--- src/rtl/uart_rx_fifo_pkg.sv ---
// Shared types and constants for the UART receiver with its receive FIFO.
// The PARITY state only exists when UART_RX_PARITY_EN is defined.
package uart_pkg;

  localparam int   DATA_W_DEFAULT = 8;
  localparam logic IDLE_LEVEL     = 1'b1;

  typedef enum logic [2:0] {
    IDLE   = 3'd0,
    START  = 3'd1,
    DATA   = 3'd2,
`ifdef UART_RX_PARITY_EN
    PARITY = 3'd3,
`endif
    STOP   = 3'd4
  } rx_state_t;

endpackage

--- src/rtl/uart_rx_fifo_fifo.sv ---
// Show-ahead receive FIFO: registered head, occupancy count, push-done pulse
// and a sticky overrun flag that clears on the next accepted pop.
module rx_fifo #(
  parameter  int FIFO_DEPTH = 16,
  parameter  int DATA_W     = 8,
  localparam int PTR_W      = $clog2(FIFO_DEPTH),
  localparam int CNT_W      = PTR_W + 1
) (
  input  logic              i_clk,
  input  logic              i_rst_n,
  input  logic              i_push,
  input  logic [DATA_W-1:0] i_push_data,
  input  logic              i_pop,
  output logic [DATA_W-1:0] o_head,
  output logic              o_empty,
  output logic              o_full,
  output logic [CNT_W-1:0]  o_count,
  output logic              o_done,
  output logic              o_overrun
);

  logic [DATA_W-1:0] r_mem [FIFO_DEPTH];
  logic [PTR_W-1:0]  r_wr_ptr;
  logic [PTR_W-1:0]  r_rd_ptr;
  logic [CNT_W-1:0]  r_count;
  logic [DATA_W-1:0] r_head;
  logic              r_done;
  logic              r_overrun;

  logic              w_empty;
  logic              w_full;
  logic              w_do_pop;
  logic              w_do_push;
  logic [PTR_W-1:0]  w_rd_next;

  assign w_empty   = (r_count == '0);
  assign w_full    = (r_count == CNT_W'(FIFO_DEPTH));
  assign w_do_pop  = i_pop && !w_empty;
  assign w_do_push = i_push && (!w_full || w_do_pop);
  assign w_rd_next = r_rd_ptr + PTR_W'(1);

  always_ff @(posedge i_clk) begin
    if (w_do_push) r_mem[r_wr_ptr] <= i_push_data;
  end

  always_ff @(posedge i_clk or negedge i_rst_n) begin
    if (!i_rst_n) begin
      r_wr_ptr  <= '0;
      r_rd_ptr  <= '0;
      r_count   <= '0;
      r_head    <= '0;
      r_done    <= 1'b0;
      r_overrun <= 1'b0;
    end else begin
      r_done <= w_do_push;
      if (w_do_push) r_wr_ptr <= r_wr_ptr + PTR_W'(1);
      if (w_do_pop)  r_rd_ptr <= w_rd_next;
      case ({w_do_push, w_do_pop})
        2'b10:   r_count <= r_count + CNT_W'(1);
        2'b01:   r_count <= r_count - CNT_W'(1);
        default: r_count <= r_count;
      endcase
      // Head is registered: a fresh write becomes head only when it is the sole entry.
      if (w_do_push && (w_empty || (w_do_pop && r_count == CNT_W'(1))))
        r_head <= i_push_data;
      else if (w_do_pop && r_count > CNT_W'(1))
        r_head <= r_mem[w_rd_next];
      if (i_push && w_full && !i_pop)
        r_overrun <= 1'b1;
      else if (w_do_pop)
        r_overrun <= 1'b0;
    end
  end

  assign o_head    = r_head;
  assign o_empty   = w_empty;
  assign o_full    = w_full;
  assign o_count   = r_count;
  assign o_done    = r_done;
  assign o_overrun = r_overrun;

endmodule

--- src/rtl/uart_rx_fifo.sv ---
// UART receiver (8N1, or 8E1 when UART_RX_PARITY_EN is defined) feeding rx_fifo.
// Valid/ready: a byte is offered to the FIFO for exactly one cycle; rd_en pops only when non-empty.
module uart_rx_fifo
  import uart_pkg::*;
#(
  parameter  int CLKS_PER_BIT = 16,
  parameter  int FIFO_DEPTH   = 16,
  parameter  int DATA_W       = DATA_W_DEFAULT,
  localparam int CNT_W        = $clog2(FIFO_DEPTH) + 1
) (
  input  logic              clk_r_in,
  input  logic              rst_n_in,
  input  logic              rx_in,
  input  logic              rd_en,
  output logic [DATA_W-1:0] pc_out_r,
  output logic              fifo_rx_empty,
  output logic              fifo_rx_full,
  output logic [CNT_W-1:0]  fifo_rx_count,
  output logic              done,
  output logic              frame_err,
  output logic              overrun,
  output rx_state_t         o_dbg_state
);

  localparam int TICK_W = $clog2(CLKS_PER_BIT);
  localparam int BIT_W  = (DATA_W > 1) ? $clog2(DATA_W) : 1;
  localparam logic [TICK_W-1:0] HALF_TICK = TICK_W'(CLKS_PER_BIT / 2 - 1);
  localparam logic [TICK_W-1:0] FULL_TICK = TICK_W'(CLKS_PER_BIT - 1);
  localparam logic [BIT_W-1:0]  LAST_BIT  = BIT_W'(DATA_W - 1);

  logic              r_rx_meta;
  logic              r_rx_s;
  logic              r_rx_s_d;
  rx_state_t         r_state;
  logic [TICK_W-1:0] r_tick;
  logic [BIT_W-1:0]  r_bit_idx;
  logic [DATA_W-1:0] r_shift;
  logic              r_push;
  logic              r_frame_err;
  logic              w_stop_ok;
`ifdef UART_RX_PARITY_EN
  logic              r_par_err;
  assign w_stop_ok = (r_rx_s == IDLE_LEVEL) && !r_par_err;
`else
  assign w_stop_ok = (r_rx_s == IDLE_LEVEL);
`endif

  always_ff @(posedge clk_r_in or negedge rst_n_in) begin
    if (!rst_n_in) begin
      r_rx_meta <= IDLE_LEVEL;
      r_rx_s    <= IDLE_LEVEL;
      r_rx_s_d  <= IDLE_LEVEL;
    end else begin
      r_rx_meta <= rx_in;
      r_rx_s    <= r_rx_meta;
      r_rx_s_d  <= r_rx_s;
    end
  end

  always_ff @(posedge clk_r_in or negedge rst_n_in) begin
    if (!rst_n_in) begin
      r_state     <= IDLE;
      r_tick      <= '0;
      r_bit_idx   <= '0;
      r_shift     <= '0;
      r_push      <= 1'b0;
      r_frame_err <= 1'b0;
`ifdef UART_RX_PARITY_EN
      r_par_err   <= 1'b0;
`endif
    end else begin
      r_push      <= 1'b0;
      r_frame_err <= 1'b0;
      case (r_state)
        IDLE: begin
          r_tick    <= '0;
          r_bit_idx <= '0;
          if (r_rx_s_d == IDLE_LEVEL && r_rx_s != IDLE_LEVEL) r_state <= START;
        end
        START: begin
          // A start bit that is high again at its midpoint is a glitch.
          if (r_tick == HALF_TICK) begin
            r_tick  <= '0;
            r_state <= (r_rx_s != IDLE_LEVEL) ? DATA : IDLE;
          end else begin
            r_tick <= r_tick + TICK_W'(1);
          end
        end
        DATA: begin
          if (r_tick == FULL_TICK) begin
            r_tick    <= '0;
            r_shift   <= {r_rx_s, r_shift[DATA_W-1:1]};
            r_bit_idx <= r_bit_idx + BIT_W'(1);
            if (r_bit_idx == LAST_BIT) begin
`ifdef UART_RX_PARITY_EN
              r_state <= PARITY;
`else
              r_state <= STOP;
`endif
            end
          end else begin
            r_tick <= r_tick + TICK_W'(1);
          end
        end
`ifdef UART_RX_PARITY_EN
        PARITY: begin
          if (r_tick == FULL_TICK) begin
            r_tick    <= '0;
            r_par_err <= (^r_shift) ^ r_rx_s;
            r_state   <= STOP;
          end else begin
            r_tick <= r_tick + TICK_W'(1);
          end
        end
`endif
        STOP: begin
          if (r_tick == FULL_TICK) begin
            r_tick      <= '0;
            r_state     <= IDLE;
            r_push      <= w_stop_ok;
            r_frame_err <= !w_stop_ok;
          end else begin
            r_tick <= r_tick + TICK_W'(1);
          end
        end
        default: r_state <= IDLE;
      endcase
    end
  end

  rx_fifo #(
    .FIFO_DEPTH (FIFO_DEPTH),
    .DATA_W     (DATA_W)
  ) u_rx_fifo (
    .i_clk       (clk_r_in),
    .i_rst_n     (rst_n_in),
    .i_push      (r_push),
    .i_push_data (r_shift),
    .i_pop       (rd_en),
    .o_head      (pc_out_r),
    .o_empty     (fifo_rx_empty),
    .o_full      (fifo_rx_full),
    .o_count     (fifo_rx_count),
    .o_done      (done),
    .o_overrun   (overrun)
  );

  assign frame_err   = r_frame_err;
  assign o_dbg_state = r_state;

endmodule
--- config.mk ---
export PLATFORM = sky130hd
export DESIGN_NAME = uart_rx_fifo
export DESIGN_NICKNAME = d
export VERILOG_FILES = /design/src/rtl/uart_rx_fifo_pkg.sv /design/src/rtl/uart_rx_fifo_fifo.sv /design/src/rtl/uart_rx_fifo.sv
export SDC_FILE = /design/constraint.sdc
export NUM_CORES = 1
export LEC_CHECK = 0
export BUFFER_PORTS_ARGS = -buffer_cell sky130_fd_sc_hd__buf_4
export CAP_MARGIN = 20
export CORE_MARGIN = 1.5
export CORE_UTILIZATION = 55
export CTS_CLUSTER_DIAMETER = 200
export DETAILED_ROUTE_END_ITERATION = 10
export PLACE_DENSITY = 0.71
export SLEW_MARGIN = 10
export SYNTH_ARGS = -nofsm -noshare
export SYNTH_HDL_FRONTEND = slang
export SYNTH_HIERARCHICAL = 1
export SYNTH_SLANG_ARGS = --single-unit
--- constraint.sdc ---
create_clock -name clk_r_in -period 6.15 [get_ports clk_r_in]
set_input_delay 1.23 -clock clk_r_in [delete_from_list [all_inputs] [get_ports clk_r_in]]
set_output_delay 1.23 -clock clk_r_in [all_outputs]
set_load 0.01 [all_outputs]
After elaboration in Yosys (flattened, before gate mapping)
Memories as Yosys holds them, arrays and structs flattened.
Cells that the tools add are included.
Widths: inputs -> output; s select.
- reductions and logical operators: 25
- add/subtract/negate cells: 6
- mux-type cells: 23
- equality and inequality tests: 15
- magnitude comparators: 1
- bitwise logic cells: 1
- operator list (kind ; number):
    $mux 3 ; 6
    $mux 8 ; 2
    $add 4x1->4 const B ; 3
    $pmux 3 s4 ; 1
    $pmux 4 s3 ; 1
    $ne 2x2->1 const B ; 5
    $pmux 5 s2 ; 1
    $logic_and 1x1->1 ; 8
    $mux 1 ; 8
    $mux 4 ; 2
    $reduce_bool 2->1 ; 4
    $eq 3x3->1 const B ; 2
    $pmux 3 s2 ; 1
    $add 5x1->5 const B ; 1
    $eq 5x1->1 const B ; 1
    $eq 5x5->1 const B ; 1
    $gt 5x1->1 const B ; 1
    $logic_not 5->1 ; 1
    $reduce_and 5->1 ; 1
    $sub 5x1->5 const B ; 1
    $eq 4x3->1 const B ; 1
    $eq 4x4->1 const B ; 1
    $logic_not 1->1 ; 4
    $reduce_and 2->1 ; 2
    11 further kinds ; 12
- output and inout port bits: 21
- register bits after elaboration: 46
- memories: 1
- input port bits: 4
- bits in writable memories: 128
- word-level logic and storage cells: 87
- memories (name ; depth ; width ; rd ports ; clocked after memory_dff ; wr ports ; line ; source):
    u_rx_fifo.r_mem ; 16 ; 8 ; 1 ; 0 ; 1 ; uart_rx_fifo_fifo.sv:22 ; logic [DATA_W-1:0] r_mem [FIFO_DEPTH];

Longest topological paths before layout
- word-level depth: 7
- gate-level depth with buffers: 8

Hierarchy
The synthesis kept the hierarchy.
- by module, submodules not included (module ; instances ; area an instance (µm²) ; cells each ; seq. area each (µm²)):
    rx_fifo ; 1 ; 6272.3 ; 345 ; 4419.2
    uart_rx_fifo ; 1 ; 1118.6 ; 102 ; 579.3

Least setup slack after synthesis
No wires, ideal clock.
- path type: input to register
- from: in rd_en
- to: mem u_rx_fifo.r_mem[11][0] (enable)
- cell stages on the path: 4
- data required time: 5765 ps
- library setup time: 385 ps
- setup slack: 3375 ps
- arrival: 2390 ps
- path through: inv_1 -> a41oi_2 -> nand2_1 -> nor3b_1
- word-level cells in the longest chain between the ends: 5
- ends and longest elaborated chain (item ; line ; source):
    start: declaration ; uart_rx_fifo.sv:14 ; input logic rd_en,
    $logic_and 1x1->1 ; uart_rx_fifo_fifo.sv:38 ; assign w_do_pop = i_pop && !w_empty;
    $logic_or 1x1->1 ; uart_rx_fifo_fifo.sv:39 ; assign w_do_push = i_push && (!w_full || w_do_pop);
    $logic_and 1x1->1 ; uart_rx_fifo_fifo.sv:39 ;
    $mux 1 ; uart_rx_fifo_fifo.sv:43 ; if (w_do_push) r_mem[r_wr_ptr] <= i_push_data;
    $mux 1 (not written as such) ; uart_rx_fifo_fifo.sv:43 ;
    end: declaration ; uart_rx_fifo_fifo.sv:22 ;
Every way passes these cells.

Final worst setup path
- from: reg u_rx_fifo.r_count[1], in the netlist u_rx_fifo/o_count[1]
- to: out fifo_rx_empty
- word-level cells in the longest chain between the ends: 1
- ends and longest elaborated chain (item ; line ; source):
    start: declaration ; uart_rx_fifo_fifo.sv:25 ; logic [CNT_W-1:0] r_count;
    start signal: assignment ; uart_rx_fifo_fifo.sv:59 ; 2'b10: r_count <= r_count + CNT_W'(1);
    start signal: assignment ; uart_rx_fifo_fifo.sv:60 ; 2'b01: r_count <= r_count - CNT_W'(1);
    start signal: assignment ; uart_rx_fifo_fifo.sv:61 ; default: r_count <= r_count;
    $logic_not 5->1 ; uart_rx_fifo_fifo.sv:36 ; assign w_empty = (r_count == '0);
    end: declaration ; uart_rx_fifo.sv:16 ; output logic fifo_rx_empty,
Every way passes these cells.

==> results.json <==
{
  "most-common-layout-cells": "edfxtp_1 (128), dfrtp_1 (42), mux4_2 (32)",
  "tightest_slew_ps": 754,
  "grt_overflow": 0,
  "nNetsFinal": 490,
  "wl_per_cell_um": 21.7,
  "async_flop_share": 0.264,
  "r2r_cells": 6,
  "dr.pass1.iters": 5,
  "finalSetupViolCount": 0,
  "synth-seq-cells": 174,
  "maxCapViolations": 0,
  "slowest_delay_ps": 430,
  "cts_buffers": 17,
  "die-area_um2": 14100,
  "r2r-end": "u_rx_fifo/r_mem[11][0]",
  "layout_commonest_cell": "edfxtp_1",
  "crit_end": "fifo_rx_empty",
  "via_per_inst": 6.21,
  "synth_area_leaders": "edfxtp_1 (52%), dfrtp_1 (15%), mux4_2 (9.8%)",
  "holdBufCountCts": 0,
  "drtIter0Drc": 455,
  "post-route-min-period_ps": 3010,
  "powerDensity_nw_per_um2": 385,
  "hold_start": "r_rx_meta",
  "htree_levels": 4,
  "ys_seq_area_frac": 0.676,
  "crit_chain": "inv_1 > ha_1 > nor4b_4 > buf_4",
  "syn_nets": 463,
  "n_antenna_cell": 0,
  "syn_area_per_cell_um2": 16.5,
  "cts_resized": 0,
  "synth_top_cell_area_share": 0.520,
  "crit_type": "flop to primary output",
  "cts_tree": "yes",
  "clock-sinks": 174,
  "status": "complete, no violations",
  "grt_antenna_before_repair": 0,
  "slowest_stage": "dfrtp_1",
  "start_util": 0.560,
  "post-dp-hpwl_um": 9080,
  "place.gp.congestion": 0.756,
  "dieHeight_um": 119,
  "postSynthCellCount": 447,
  "ant_nets": 0,
  "yosys_warnings": 6,
  "drt-total-wl_um": 14400,
  "finalClockSkew_ps": 9.15,
  "root_buffer": "clkbuf_16",
  "portBuffers": 24,
  "yosysTopAreaCell": "edfxtp_1",
  "cp-start-kind": "flop",
  "grt_max_degree": 47,
  "rsz0062_at_grt": "false",
  "power.leakage_nw": 3.06,
  "grt_pass1_wl_um": 22800,
  "fmax_mhz": 332,
  "tns_ps": 0,
  "synth.distinct_cells": 62,
  "period_share": 0.490,
  "slew_viol_final": 0,
  "filler_cell_count": 931,
  "grt_usage": 0.219,
  "path_max_fanout": 6,
  "drive_above_1_share": 0.232,
  "final_util": 0.624,
  "drc": 0,
  "cp-end-kind": "primary output",
  "r2r_start": "u_rx_fifo/o_count[0]",
  "critical_path_required_ps": 4920,
  "row_count": 42,
  "arrival_ps": 1780,
  "synth_area_um2": 7390,
  "core_area_um2": 13200,
  "slew_headroom": 0.497,
  "min-delay-path-class": "flop to flop",
  "ios": 25,
  "post_cts_buffers": 0,
  "ff2ff_setup_slack_ps": 3250,
  "dr_total_vias": 4116,
  "hold_viol_final": 0,
  "fin_hold_ws_ps": 364,
  "critPathLaunch": "u_rx_fifo/o_count[1]",
  "die_w_um": 119,
  "clk_latency_ps": 430,
  "grt_pass1_vias": 3930,
  "synth-main-ff-cell": "edfxtp_1",
  "synth_edf_count": 128,
  "cts.clk_slew.worst_paths_ps": 60,
  "cts_max_path_buffers": 2,
  "area_growth_pct": 11.4,
  "ir_drop_uv": 214,
  "finalPower_mw": 3.17
}
==> cell type report <==
class                      count  area, um2  share of cell area
timing repair buffer          29        210              0.0255
sequential                   174       5000               0.607
inverter                      11       41.3             0.00501
multi-input combinational    241       2230               0.271
tap                          176        220              0.0267
clock inverter                 7       38.8             0.00471
clock buffer                  25        495              0.0602
==> layer usage <==
layer	global-route usage	up-vias	routed length, um
met4	0.0821	0	246
met3	0.0560	22	871
li1	-	1806	-
met5	0	-	0
met2	0.331	160	6890
met1	0.312	2128	6390
==> flip-flops by register name, indices dropped and copies added, names as in the netlist, 3 cells and up <==
name / cells
o_dbg_state: 3
u_rx_fifo/r_rd_ptr: 4
r_shift: 8
r_tick: 4
u_rx_fifo/r_wr_ptr: 4
u_rx_fifo/r_mem: 128
u_rx_fifo/o_head: 8
r_bit_idx: 3
u_rx_fifo/o_count: 5
==> where the power goes <==
part	total, mW	leakage [nW]	internal, mW	switching (mW)
logic	0.773	0.958	0.347	0.426
clock network	0.969	0.260	0.555	0.414
registers	1.43	1.85	1.32	0.113
total	3.17	3.06	2.22	0.953
==> cell usage after synthesis (3+ instances only) <==
library cell and count:
edfxtp_1 128, dfrtp_1 43, mux4_2 32, nand2_1 19
a21oi_1 14, nor3_1 14, ha_1 12, nor2b_1 12
inv_1 11, nor2_1 11, xnor2_1 11, o22ai_1 10
and3_1 9, clkbuf_1 9, o21ai_0 9, a221oi_1 8
and2_1 7, and2b_1 7, buf_2 6, a31oi_1 5
mux2_4 5, and4_1 4, buf_6 4, dfstp_2 3
nand3_1 3, nand3b_1 3
==> worst max-delay path, delay by kind of cell (launching register included) <==
kind                       cells  cell delay, ps
adders and majority gates      1             270
buffers and inverters          2             330
DFF                            1             430
and+or+nand+nor                1             330
==> through the flow <==
step / cells / area, um2 / setup slack, ps
3_3_place_gp: 628 / 7690 / 2580
3_5_place_dp: 628 / 7690 / 2490
6_report: 663 / 8240 / 3140
4_1_cts: 660 / 8220 / 2930
5_1_grt: 663 / 8240 / 2950
2_1_floorplan: 447 / 7390 / 3370
==> logic make-up (layout without fill, tap and decap cells) <==
family / Yosys count / in the layout / share of synthesized area
fa+ha+maj: 13 / 13 / 0.0217
mux: 41 / 41 / 0.113
compound gates: 70 / 70 / 0.0679
xor+xnor: 11 / 11 / 0.0130
flops: 174 / 174 / 0.676
simple gates: 106 / 106 / 0.0858
buf+inv: 32 / 72 / 0.0218
==> worst min-delay path by stage <==
stage | to | slack [ps] | cells after the start
after floorplan | r_rx_s | 350 | 0
after global placement | r_rx_s | 350 | 0
after detailed placement | r_rx_s | 350 | 0
after CTS | r_rx_s | 360 | 0
after global routing | r_rx_s | 370 | 0
final | r_rx_s | 360 | 0
(Power assumes the default switching activity.)
